<file path="src/rtl/dot_product_ctrl.sv">
// Sequences chunked operand reads into an external PE group, then serially reduces its lanes into dot_out.
// Fixed latency: done at cycle vec_len+3+Para_Deg after start (cycle 1 for vec_len=0); no backpressure, abort returns to IDLE.
module dot_product_ctrl #(
  parameter int Data_Width = 8,
  parameter int Para_Deg   = 4,
  parameter int Addr_Width = 8,
  parameter int Len_Width  = 8
) (
  input  logic                                     clk,
  input  logic                                     reset,
  input  logic                                     start,
  input  logic                                     abort,
  input  logic [Addr_Width-1:0]                    base_addr,
  input  logic [Len_Width-1:0]                     vec_len,
  output logic                                     rd_en,
  output logic [Addr_Width-1:0]                    rd_addr,
  output logic                                     pe_load_old_output,
  input  logic [Para_Deg*2*Data_Width-1:0]         pe_result,
  output logic                                     busy,
  output logic                                     done,
  output logic [2*Data_Width+$clog2(Para_Deg)-1:0] dot_out
);

  localparam int PW = 2 * Data_Width;
  localparam int OW = PW + $clog2(Para_Deg);
  localparam int LW = (Para_Deg > 1) ? $clog2(Para_Deg) : 1;

  typedef enum logic [2:0] {IDLE, FETCH, DRAIN, CAPTURE, REDUCE, DONE} state_e;

  state_e                       state_q, state_d;
  logic [Addr_Width-1:0]        base_q, base_d;
  logic [Len_Width-1:0]         len_q, len_d;
  logic [Len_Width-1:0]         k_q, k_d;
  logic [LW-1:0]                lane_q, lane_d;
  logic [Para_Deg*PW-1:0]       buf_q, buf_d;
  logic [OW-1:0]                acc_q, acc_d;
  logic [OW-1:0]                dot_q, dot_d;
  logic                         ld_q, ld_d;
  logic [PW-1:0]                lane_val;
  logic [OW-1:0]                acc_sum;

  assign lane_val = buf_q[int'(lane_q)*PW +: PW];
  assign acc_sum  = acc_q + OW'(lane_val);

  always_comb begin
    state_d = state_q;
    base_d  = base_q;
    len_d   = len_q;
    k_d     = k_q;
    lane_d  = lane_q;
    buf_d   = buf_q;
    acc_d   = acc_q;
    dot_d   = dot_q;
    ld_d    = 1'b0;
    case (state_q)
      IDLE: begin
        if (start && !abort) begin
          if (vec_len == '0) begin
            state_d = DONE;
            dot_d   = '0;
          end else begin
            state_d = FETCH;
            base_d  = base_addr;
            len_d   = vec_len;
            k_d     = '0;
          end
        end
      end
      FETCH: begin
        // Registered so it lines up with the memory data arriving next cycle.
        ld_d = (k_q != '0);
        if (k_q == len_q - Len_Width'(1)) begin
          state_d = DRAIN;
          k_d     = '0;
        end else begin
          k_d = k_q + Len_Width'(1);
        end
      end
      DRAIN: state_d = CAPTURE;
      CAPTURE: begin
        // The PE registers keep reloading stale data, so snapshot the result now.
        buf_d   = pe_result;
        acc_d   = '0;
        lane_d  = '0;
        state_d = REDUCE;
      end
      REDUCE: begin
        acc_d = acc_sum;
        if (lane_q == LW'(Para_Deg - 1)) begin
          state_d = DONE;
          dot_d   = acc_sum;
        end else begin
          lane_d = lane_q + LW'(1);
        end
      end
      DONE:    state_d = IDLE;
      default: state_d = IDLE;
    endcase
    if (abort && state_q != IDLE) begin
      state_d = IDLE;
      ld_d    = 1'b0;
      k_d     = '0;
      dot_d   = dot_q;
    end
  end

  always_ff @(posedge clk or negedge reset) begin
    if (!reset) begin
      state_q <= IDLE;
      base_q  <= '0;
      len_q   <= '0;
      k_q     <= '0;
      lane_q  <= '0;
      buf_q   <= '0;
      acc_q   <= '0;
      dot_q   <= '0;
      ld_q    <= 1'b0;
    end else begin
      state_q <= state_d;
      base_q  <= base_d;
      len_q   <= len_d;
      k_q     <= k_d;
      lane_q  <= lane_d;
      buf_q   <= buf_d;
      acc_q   <= acc_d;
      dot_q   <= dot_d;
      ld_q    <= ld_d;
    end
  end

  assign rd_en              = (state_q == FETCH);
  assign rd_addr            = base_q + Addr_Width'(k_q);
  assign pe_load_old_output = ld_q;
  assign busy               = (state_q == FETCH) || (state_q == DRAIN) ||
                              (state_q == CAPTURE) || (state_q == REDUCE);
  assign done               = (state_q == DONE);
  assign dot_out            = dot_q;

endmodule

</file>
<file path="config.mk">
export PLATFORM = sky130hd
export DESIGN_NAME = dot_product_ctrl
export DESIGN_NICKNAME = d
export VERILOG_FILES = /design/src/rtl/dot_product_ctrl.sv
export SDC_FILE = /design/constraint.sdc
export NUM_CORES = 1
export LEC_CHECK = 0
export CAP_MARGIN = 20
export CORE_MARGIN = 3
export CORE_UTILIZATION = 50
export CTS_BUF_LIST = sky130_fd_sc_hd__clkbuf_8
export CTS_CLUSTER_DIAMETER = 200
export CTS_CLUSTER_SIZE = 14
export DETAILED_ROUTE_END_ITERATION = 8
export GPL_ROUTABILITY_DRIVEN = 0
export PLACE_DENSITY = 0.82
export SLEW_MARGIN = 25
export SYNTH_ARGS = -nofsm -noshare
export SYNTH_HDL_FRONTEND = slang
export SYNTH_SLANG_ARGS = --single-unit
</file>
<file path="constraint.sdc">
create_clock -name clk -period 3.7 [get_ports clk]
set_clock_uncertainty 0.1 [all_clocks]
set_input_delay 0.74 -clock clk [delete_from_list [all_inputs] [get_ports clk]]
set_output_delay 0.74 -clock clk [all_outputs]
set_load 0.05 [all_outputs]
</file>
==> results of run 1 <==
[placed cells by master, fill, tap and decap left out, drive strengths merged, types with 7 or more instances in the layout]
cell           instances
ha                    27
clkdlybuf4s50        108
mux2                  82
nor3                   8
o21ai                 27
mux4                  16
buf                    7
o21bai                 7
nor2                  19
a21oi                 14
inv                   21
a22o                  12
nand2                 53
dfrtp                130
a21o                  14
xor2                  12
clkbuf                19
xnor2                 22
[how the worst max path moves through the flow]
stage | start | endpoint | slack (ns) | cells after the start
2_1_floorplan | lane_q[0] | dot_out[17] | 0.17 | 12
3_3_place_gp | lane_q[0] | dot_out[16] | 0.36 | 11
3_5_place_dp | lane_q[0] | acc_q[16] | 0.17 | 11
4_1_cts | k_q[1] | rd_addr[7] | 0.09 | 8
5_1_grt | lane_q[0] | acc_q[16] | 0.04 | 11
6_report | k_q[0] | rd_addr[2] | 0.24 | 5
[metal layers]
metal	part of all wire (%)	up-vias
li1	-	2276
met4	1.8	0
met5	0	-
met2	49	142
met3	5.5	23
met1	44	2414
[power breakdown]
| part | internal [mW] | switching [mW] | leakage, nW |
|---|---|---|---|
| sequential | 1.55 | 0.116 | 1.59 |
| combinational | 0.598 | 0.687 | 1.94 |
| clock | 0.741 | 0.599 | 0.217 |
[sequential cells by signal, indices dropped and copies added (netlist names)]
signal              flops
k_q                     8
buf_q                  64
acc_q                  18
len_q                   8
state_q                 3
base_q                  8
lane_q                  2
dot_out                18
pe_load_old_output      1
[final cells by class]
cell class / count / area [µm²]
Multi-Input combinational cell: 391 / 3307
Clock inverter: 15 / 206.4
Fill cell: 946 / 4410
Tap cell: 172 / 215.2
Sequential cell: 130 / 3254
Timing Repair Buffer: 118 / 1181
Clock buffer: 17 / 234.0
Inverter: 18 / 67.56
[kinds of logic after synthesis]
| group | after synthesis | share of synthesized area (%) |
|---|---|---|
| adders and majority gates | 30 | 5.757 |
| DFF | 130 | 48.28 |
| AOI/OAI and AO/OA | 111 | 11.44 |
| xor gates and xnor gates | 34 | 4.420 |
| muxes | 98 | 19.05 |
| and+or+nand+nor | 118 | 8.412 |
| buffers and inverters | 44 | 2.637 |
[timing repair]
item                                    4_1_cts  5_1_grt
gates resized for setup                       3        6
hold buffers                                  0        0
endpoints found under the setup margin        3        6
pin swaps                                     0        0
setup buffers                                 0        0
[worst reg2reg max path, stage by stage, from the launching register on]
cell	delay (ns)
dfrtp_2	0.51
mux4_2	0.38
ha_1	0.20
inv_1	0.07
fa_1	0.38
nor2b_1	0.24
o2111ai_1	0.16
a21boi_0	0.34
a41oi_1	0.26
o21ai_1	0.35
o21bai_1	0.11
a22o_1	0.21
==> results_dict.tcl, run 1 <==
set metrics [dict create \
    outcome "finished, final reports clean" \
    ys_seq_area_share_pct 48.28 \
    drive_gt1_share_pct 20.90 \
    worst-path-max-fanout 7 \
    ys_types 57 \
    synth-async-reset-ratio_pct 100.0 \
    route.detailed.drc 0 \
    layout_setup_ws_ns 0.2428 \
    clock_latency_ns 0.46 \
    first_pass_iters 4 \
    finalCritPeriodShare_pct 93.44 \
    track_usage_pct 22.49 \
    detail-route-antenna-nets 0 \
    max_freq_mhz 289.3 \
    synth_area_um2 6738 \
    rsz0062_at_grt "false" \
    syn_inst 565 \
    peakVddDrop_uv 264.4 \
    wl_per_cell_um 18.11 \
    critPathMaxStageDelay_ns 0.84 \
    wl_mm 15.59 \
    power_mw 4.290 \
    grt_overflow 0 \
    synth_warnings 0 \
    critPathTopFamily "buffers and inverters" \
    holdWs_ns 0.2255 \
    synth_area_per_cell_um2 11.93 \
    cts_buffer_depth 2 \
    preCtsSetupSlack_ns 0.1707 \
    slew_viol_final 0 \
    grtUsageMet2_pct 35.95 \
    synth_seq_cells 130 \
    synth_top_area_share_pct 48.28 \
    final_nets 789 \
    fp.dieW_um 122.1 \
    p_per_area_nw_per_um2 506.7 \
    dpl.hpwl_mm 11.26 \
    rr_worst_depth 11 \
    final_util_pct 65.75 \
    cp-start-kind "flop" \
    die-area_um2 14900 \
    critPathRequiredTime_ns 2.86 \
    vias 4855 \
    cts_root_buf "clkbuf_8" \
    grtUsageMet3_pct 6.035 \
    grt_pass1_vias 5177 \
    p_leak_nw 3.741 \
    routed_via_density 5.639 \
    grt_pass1_wl_mm 25.97 \
    crit_chain "ha_1 -> inv_1 -> fa_1 -> xnor2_1 -> clkdlybuf4s50_1" \
    critPathBufInv 2 \
    cts-buffers-inserted 17 \
    cts.sinks 130 \
    critical_path_class "reg2out" \
    cap_violations 0 \
    cp-end-kind "output pin" \
    hold_viol_final 0 \
    io-pin-count 114 \
    port_buffers 113 \
    fin_cells 861 \
    setup_tns_ns 0 \
    synth_fp_nets 678 \
    core_um2 12880 \
    start_util_pct 52.33 \
    worst_slew_pin_slew_ns 0.9126 \
    min_path_type "in2async" \
    reg2reg_from "lane_q[0]" \
    antenna-diode-count 0 \
    clk_pin_slew_ns 0.08 \
    crit_slowest_cell "clkdlybuf4s50_1" \
    postPlaceCellArea_um2 8031 \
    timing.rr.end "acc_q[16]" \
    synth_top_area_cell "dfrtp_1" \
    htree_levels 4 \
    crit_arrival_ns 2.62 \
    drt-initial-drc-count 362 \
    synthFlopType "dfrtp_1" \
    synth_edf_count 0 \
    synth.most_common_cell "dfrtp_1" \
    finalSetupViolCount 0 \
    synth_common_cells "dfrtp_1, mux2_2, nand2_1, ha_1, o21ai_0" \
    yosys-top-cells-area "dfrtp_1, mux2_2, mux4_2, ha_1, nand2_1" \
    die_h_um 122.1 \
    gr-usage-met1_pct 29.90 \
    area.growth.synth_to_final_pct 25.65 \
    slew_headroom_pct 38.98 \
    grt_antenna_before_repair 0 \
    fin_crit_ns 3.457 \
    place_inst 829 \
    finish.instance_area_um2 8466 \
    grt_max_degree 80 \
    top_usage_layer "met2" \
    cts_tree "built" \
    fp-row-count 41 \
    reg2reg_slack_ns 0.29 \
]
Power figures use the tool's default switching activity.
==> run 2, diff against run 1 <==
CTS_CLUSTER_SIZE = 12   (was 14)
SLEW_MARGIN = 10   (was 25)
==> results_dict.tcl, run 2 (synthesis gave the netlist of run 1 again) <==
set metrics [dict create \
    layout_setup_ws_ns 0.2481 \
    fin_cells 861 \
    cts.sinks 130 \
    reg2reg_slack_ns 0.28 \
    crit_slowest_cell "clkdlybuf4s50_1" \
    io-pin-count 114 \
    vias 4854 \
    critPathRequiredTime_ns 2.86 \
    p_per_area_nw_per_um2 506.3 \
    cts_root_buf "clkbuf_8" \
    gr-usage-met1_pct 29.90 \
    final_common_cell "dfrtp_1" \
    largest_reg_flops 64 \
    drive_gt1_share_pct 20.90 \
    setup_tns_ns 0 \
    drt-initial-drc-count 358 \
    crit_chain "ha_1 -> inv_1 -> fa_1 -> xnor2_1 -> clkdlybuf4s50_1" \
    outcome "finished, final reports clean" \
    p_leak_nw 3.740 \
    rr_worst_depth 11 \
    track_usage_pct 22.49 \
    wl_per_cell_um 18.07 \
    grt_pass1_wl_mm 25.97 \
    worst-path-max-fanout 7 \
    final_nets 789 \
    grt_pass1_vias 5177 \
    wl_mm 15.56 \
    core_um2 12880 \
    reg2reg_from "lane_q[0]" \
    preCtsSetupSlack_ns 0.1707 \
    power_mw 4.284 \
    fill_cells 944 \
    critical_path_class "reg2out" \
    clock_latency_ns 0.45 \
    grt_antenna_before_repair 0 \
    rsz0062_at_grt "false" \
    grtUsageMet3_pct 6.035 \
    hold_buffers 0 \
    finalCritPeriodShare_pct 93.30 \
    grtUsageMet2_pct 35.95 \
    slew_viol_final 0 \
    detail-route-antenna-nets 0 \
    peakVddDrop_uv 264.0 \
    antenna-diode-count 0 \
    dpl.hpwl_mm 11.26 \
    grt_max_degree 80 \
    cts_tree "built" \
    hold_viol_final 0 \
    area.growth.synth_to_final_pct 25.59 \
    die-area_um2 14900 \
    cp-end-kind "output pin" \
    clk_pin_slew_ns 0.08 \
    start_util_pct 52.33 \
    postCtsSetupBuffers 0 \
    place_inst 829 \
    fp-row-count 41 \
    routed_via_density 5.638 \
    grt_overflow 0 \
    port_buffers 113 \
    cts_buffer_depth 2 \
    finalSetupViolCount 0 \
    top_register "buf_q" \
    layout_common_cells "dfrtp_1, clkdlybuf4s50_1, mux2_2, nand2_1, ha_1" \
    max_freq_mhz 289.7 \
    min_path_type "in2async" \
    top_usage_layer "met2" \
    final_util_pct 65.72 \
    first_pass_iters 4 \
    cts-buffers-inserted 17 \
    timing.rr.end "acc_q[16]" \
    worst_slew_pin_slew_ns 1.025 \
    die_h_um 122.1 \
    cp-start-kind "flop" \
    critPathMaxStageDelay_ns 0.84 \
    htree_levels 4 \
    fp.dieW_um 122.1 \
    fin_crit_ns 3.452 \
    slew_headroom_pct 31.64 \
    route.detailed.drc 0 \
    crit_arrival_ns 2.61 \
    cap_violations 0 \
]
-- run 2: cell counts in the layout (fill, tap and decap cells not counted) --
Identical to the previous run, type by type.
-- run 2: layer usage --
metal	routed length, µm	up-vias	share of wire (%)
met5	0	-	0
met4	287	0	1.8
met3	767	24	4.9
met2	7597	139	49
met1	6906	2406	44
li1	-	2285	-
-- run 2: stage by stage --
step	instance area (µm²)	hold slack [ns]
2_1_floorplan	6739	0.3444
3_3_place_gp	8031	0.3627
3_5_place_dp	8031	0.3668
4_1_cts	8468	0.3770
5_1_grt	8462	0.3926
6_report	8462	0.3624
-- run 2: where the power goes --
| group | switching, mW | leakage [nW] | internal [mW] |
|---|---|---|---|
| Clock | 0.595 | 0.217 | 0.741 |
| Combinational | 0.686 | 1.94 | 0.598 |
| Sequential | 0.115 | 1.59 | 1.55 |
| Total | 1.40 | 3.74 | 2.89 |
-- run 2: area by class of cell --
cell class	instances	area (µm²)	share of cell area (%)
Multi-Input combinational cell	391	3307	39.08
Sequential cell	130	3254	38.46
Timing Repair Buffer	118	1177	13.91
Clock buffer	17	234.0	2.765
Tap cell	172	215.2	2.543
Clock inverter	15	206.4	2.440
Inverter	18	67.56	0.7985
-- run 2: critical path: cells and delay by family (launching register included) --
| family | cells | cell delay, ns |
|---|---|---|
| adder cells (fa/ha/maj) | 2 | 0.63 |
| buffers and inverters | 2 | 0.90 |
| flip-flops | 1 | 0.48 |
| XOR/XNOR | 1 | 0.16 |
-- run 2: worst max path at each step --
stage,endpoint,startpoint,slack [ns]
after floorplan,dot_out[17],lane_q[0],0.17
after global placement,dot_out[16],lane_q[0],0.36
after detailed placement,acc_q[16],lane_q[0],0.17
after CTS,rd_addr[7],k_q[1],0.09
after global routing,acc_q[16],lane_q[0],0.04
final,rd_addr[2],k_q[0],0.25
-- run 2: repair_timing --
item | 4_1_cts | 5_1_grt
endpoints found under the hold margin | 0 | 0
resized for setup | 3 | 6
endpoints found under the setup margin | 3 | 7
==> run 3, diff against run 2 <==
CORE_UTILIZATION = 60   (was 50)
PLACE_DENSITY = 0.92   (was 0.82)
RECOVER_POWER = 100   (was default)
SETUP_SLACK_MARGIN = 0.5   (was default)
clock period = 4.29 ns   (was 3.7 ns; I/O delays follow)
==> results_dict.tcl, run 3 (synthesis gave the netlist of run 1 again) <==
set metrics [dict create \
    outcome "complete, but fails checks" \
    violations "max-capacitance violations, max-slew violations" \
    setup_tns_ns 0 \
    fin_cells 830 \
    cts_tree "built" \
    total_switching_power_mw 1.213 \
    io-pin-count 114 \
    p_per_area_nw_per_um2 436.4 \
    dpl.hpwl_mm 11.47 \
    drive_gt1_share_pct 20.00 \
    peakVddDrop_uv 277.5 \
    detail-route-antenna-nets 0 \
    critPathMaxStageDelay_ns 0.63 \
    cts_root_buf "clkbuf_8" \
    cap_violations 2 \
    finalCritPeriodShare_pct 88.62 \
    top_register "buf_q" \
    worst-path-max-fanout 10 \
    cts_buffer_depth 2 \
    grt_antenna_before_repair 0 \
    min_path_type "in2async" \
    first_pass_iters 5 \
    p_int_mw 2.437 \
    fill_cells 659 \
    wl_met2_mm 8.572 \
    final_nets 790 \
    drt-initial-drc-count 409 \
    clock_latency_ns 0.45 \
    track_usage_pct 26.93 \
    cp.depth 10 \
    cts.sinks 130 \
    cp-start-kind "flop" \
    grt_pass1_vias 5319 \
    place_inst 797 \
    critPathRequiredTime_ns 4.52 \
    vias 5000 \
    cp-end-kind "flop" \
    final_util_pct 76.82 \
    htree_levels 4 \
    drt-met1-wl_mm 6.710 \
    holdWs_ns 0.3969 \
    hold_viol_final 0 \
    critPathTopFamily "compound AO/OA/AOI/OAI gates" \
    crit_arrival_ns 4.03 \
    worst_slew_pin_slew_ns 1.624 \
    start_util_pct 61.88 \
    final_common_cell "dfrtp_1" \
    layout_common_cells "dfrtp_1, mux2_2, clkdlybuf4s50_1, nand2_1, dlygate4sd3_1" \
    critPathBufInv 1 \
    crit_chain "buf_4 -> mux4_2 -> ha_1 -> nor2b_1 -> o2111ai_1 -> a21boi_0 -> a41oi_1 -> o21ai_0 -> xor2_1 -> a22o_1" \
    pwr-share-clk_pct 30.2 \
    fp.dieW_um 112.0 \
    largest_reg_flops 64 \
    grt_max_degree 83 \
    die_h_um 112.0 \
    route.met3.wl_um 937 \
    route.detailed.drc 0 \
    grt_overflow 0 \
    antenna-diode-count 0 \
    p_sw_share_pct 33.23 \
    cts-buffers-inserted 17 \
    power_mw 3.650 \
    p_leak_nw 3.747 \
    hold_buffers 0 \
    rsz0062_at_grt "false" \
    area.growth.synth_to_final_pct 24.14 \
    die-area_um2 12540 \
    finalSetupViolCount 0 \
    port_buffers 113 \
    top_layer_used "met4" \
    fp-row-count 38 \
    max_freq_mhz 263.0 \
    combPwrFrac_pct 30.1 \
    power_frac_seq_pct 39.7 \
    rr_worst_depth 10 \
    critical_path_class "reg2reg" \
    grt_pass1_wl_mm 26.78 \
    wl_mm 16.63 \
    routed_via_density 6.024 \
    postCtsSetupBuffers 0 \
    crit_slowest_cell "dfrtp_1" \
    clk_pin_slew_ns 0.08 \
    slew_viol_final 137 \
    slew_headroom_pct -8.255 \
    wl_per_cell_um 20.04 \
    core_um2 10890 \
    fin_crit_ns 3.802 \
]
## run 3: cell types whose count changed in the layout (fill, tap and decap cells not counted), moves of 2 or more
cell,change
clkbuf_1,+5
clkinv_2,+2
clkdlybuf4s50_1,-28
clkbuf_8,+2
clkinv_4,-4
o21ai_1,-2
dlygate4sd3_1,+28
buf_4,-3
o21ai_0,+2
clkinvlp_4,+2
## run 3: per-layer routing
layer,vias to the layer above,track usage (%)
li1,2283,-
met1,2465,33.42
met2,216,46.76
met3,36,5.326
met4,0,10.42
met5,-,0
## run 3: repair_timing
action	4_1_cts	5_1_grt
cloned	0	0
gates resized for setup	5	7
setup endpoints to repair	6	5
## run 3: cell type report
type / count / area, µm² / share of cell area [%]
clock buffer: 19 / 261.5 / 3.126
multi-input combinational: 391 / 3294 / 39.39
clock inverter: 13 / 157.7 / 1.885
inverter: 18 / 67.56 / 0.8078
tap: 140 / 175.2 / 2.094
sequential: 130 / 3254 / 38.91
timing repair buffer: 119 / 1154 / 13.79
## run 3: power by group through the flow
stage | registers, mW | logic (mW) | clock network (mW)
floorplan | 1.44 | 0.779 | 0
global placement | 1.46 | 1.04 | 0
detailed placement | 1.47 | 1.09 | 0
CTS | 1.45 | 1.11 | 1.11
global route | 1.47 | 1.18 | 1.16
finish | 1.45 | 1.10 | 1.10
## run 3: through the flow
stage	instance area [µm²]	worst slack, ns
floorplan	6738	0.5341
detailed placement	7981	0.4892
global placement	7981	0.7184
CTS	8397	0.4261
finish	8364	0.4880
global route	8364	0.3300
## run 3: path summary, 6_finish.rpt
path	from	endpoint	slack, ns
min in group clk	acc_q[4]	acc_q[4]	0.40
min reg2reg	acc_q[4]	acc_q[4]	0.40
max in group asynchronous	reset	lane_q[0]	1.52
min	reset	buf_q[4]	0.40
max reg2reg	lane_q[1]	dot_out[16]	0.49
max	lane_q[1]	dot_out[16]	0.49
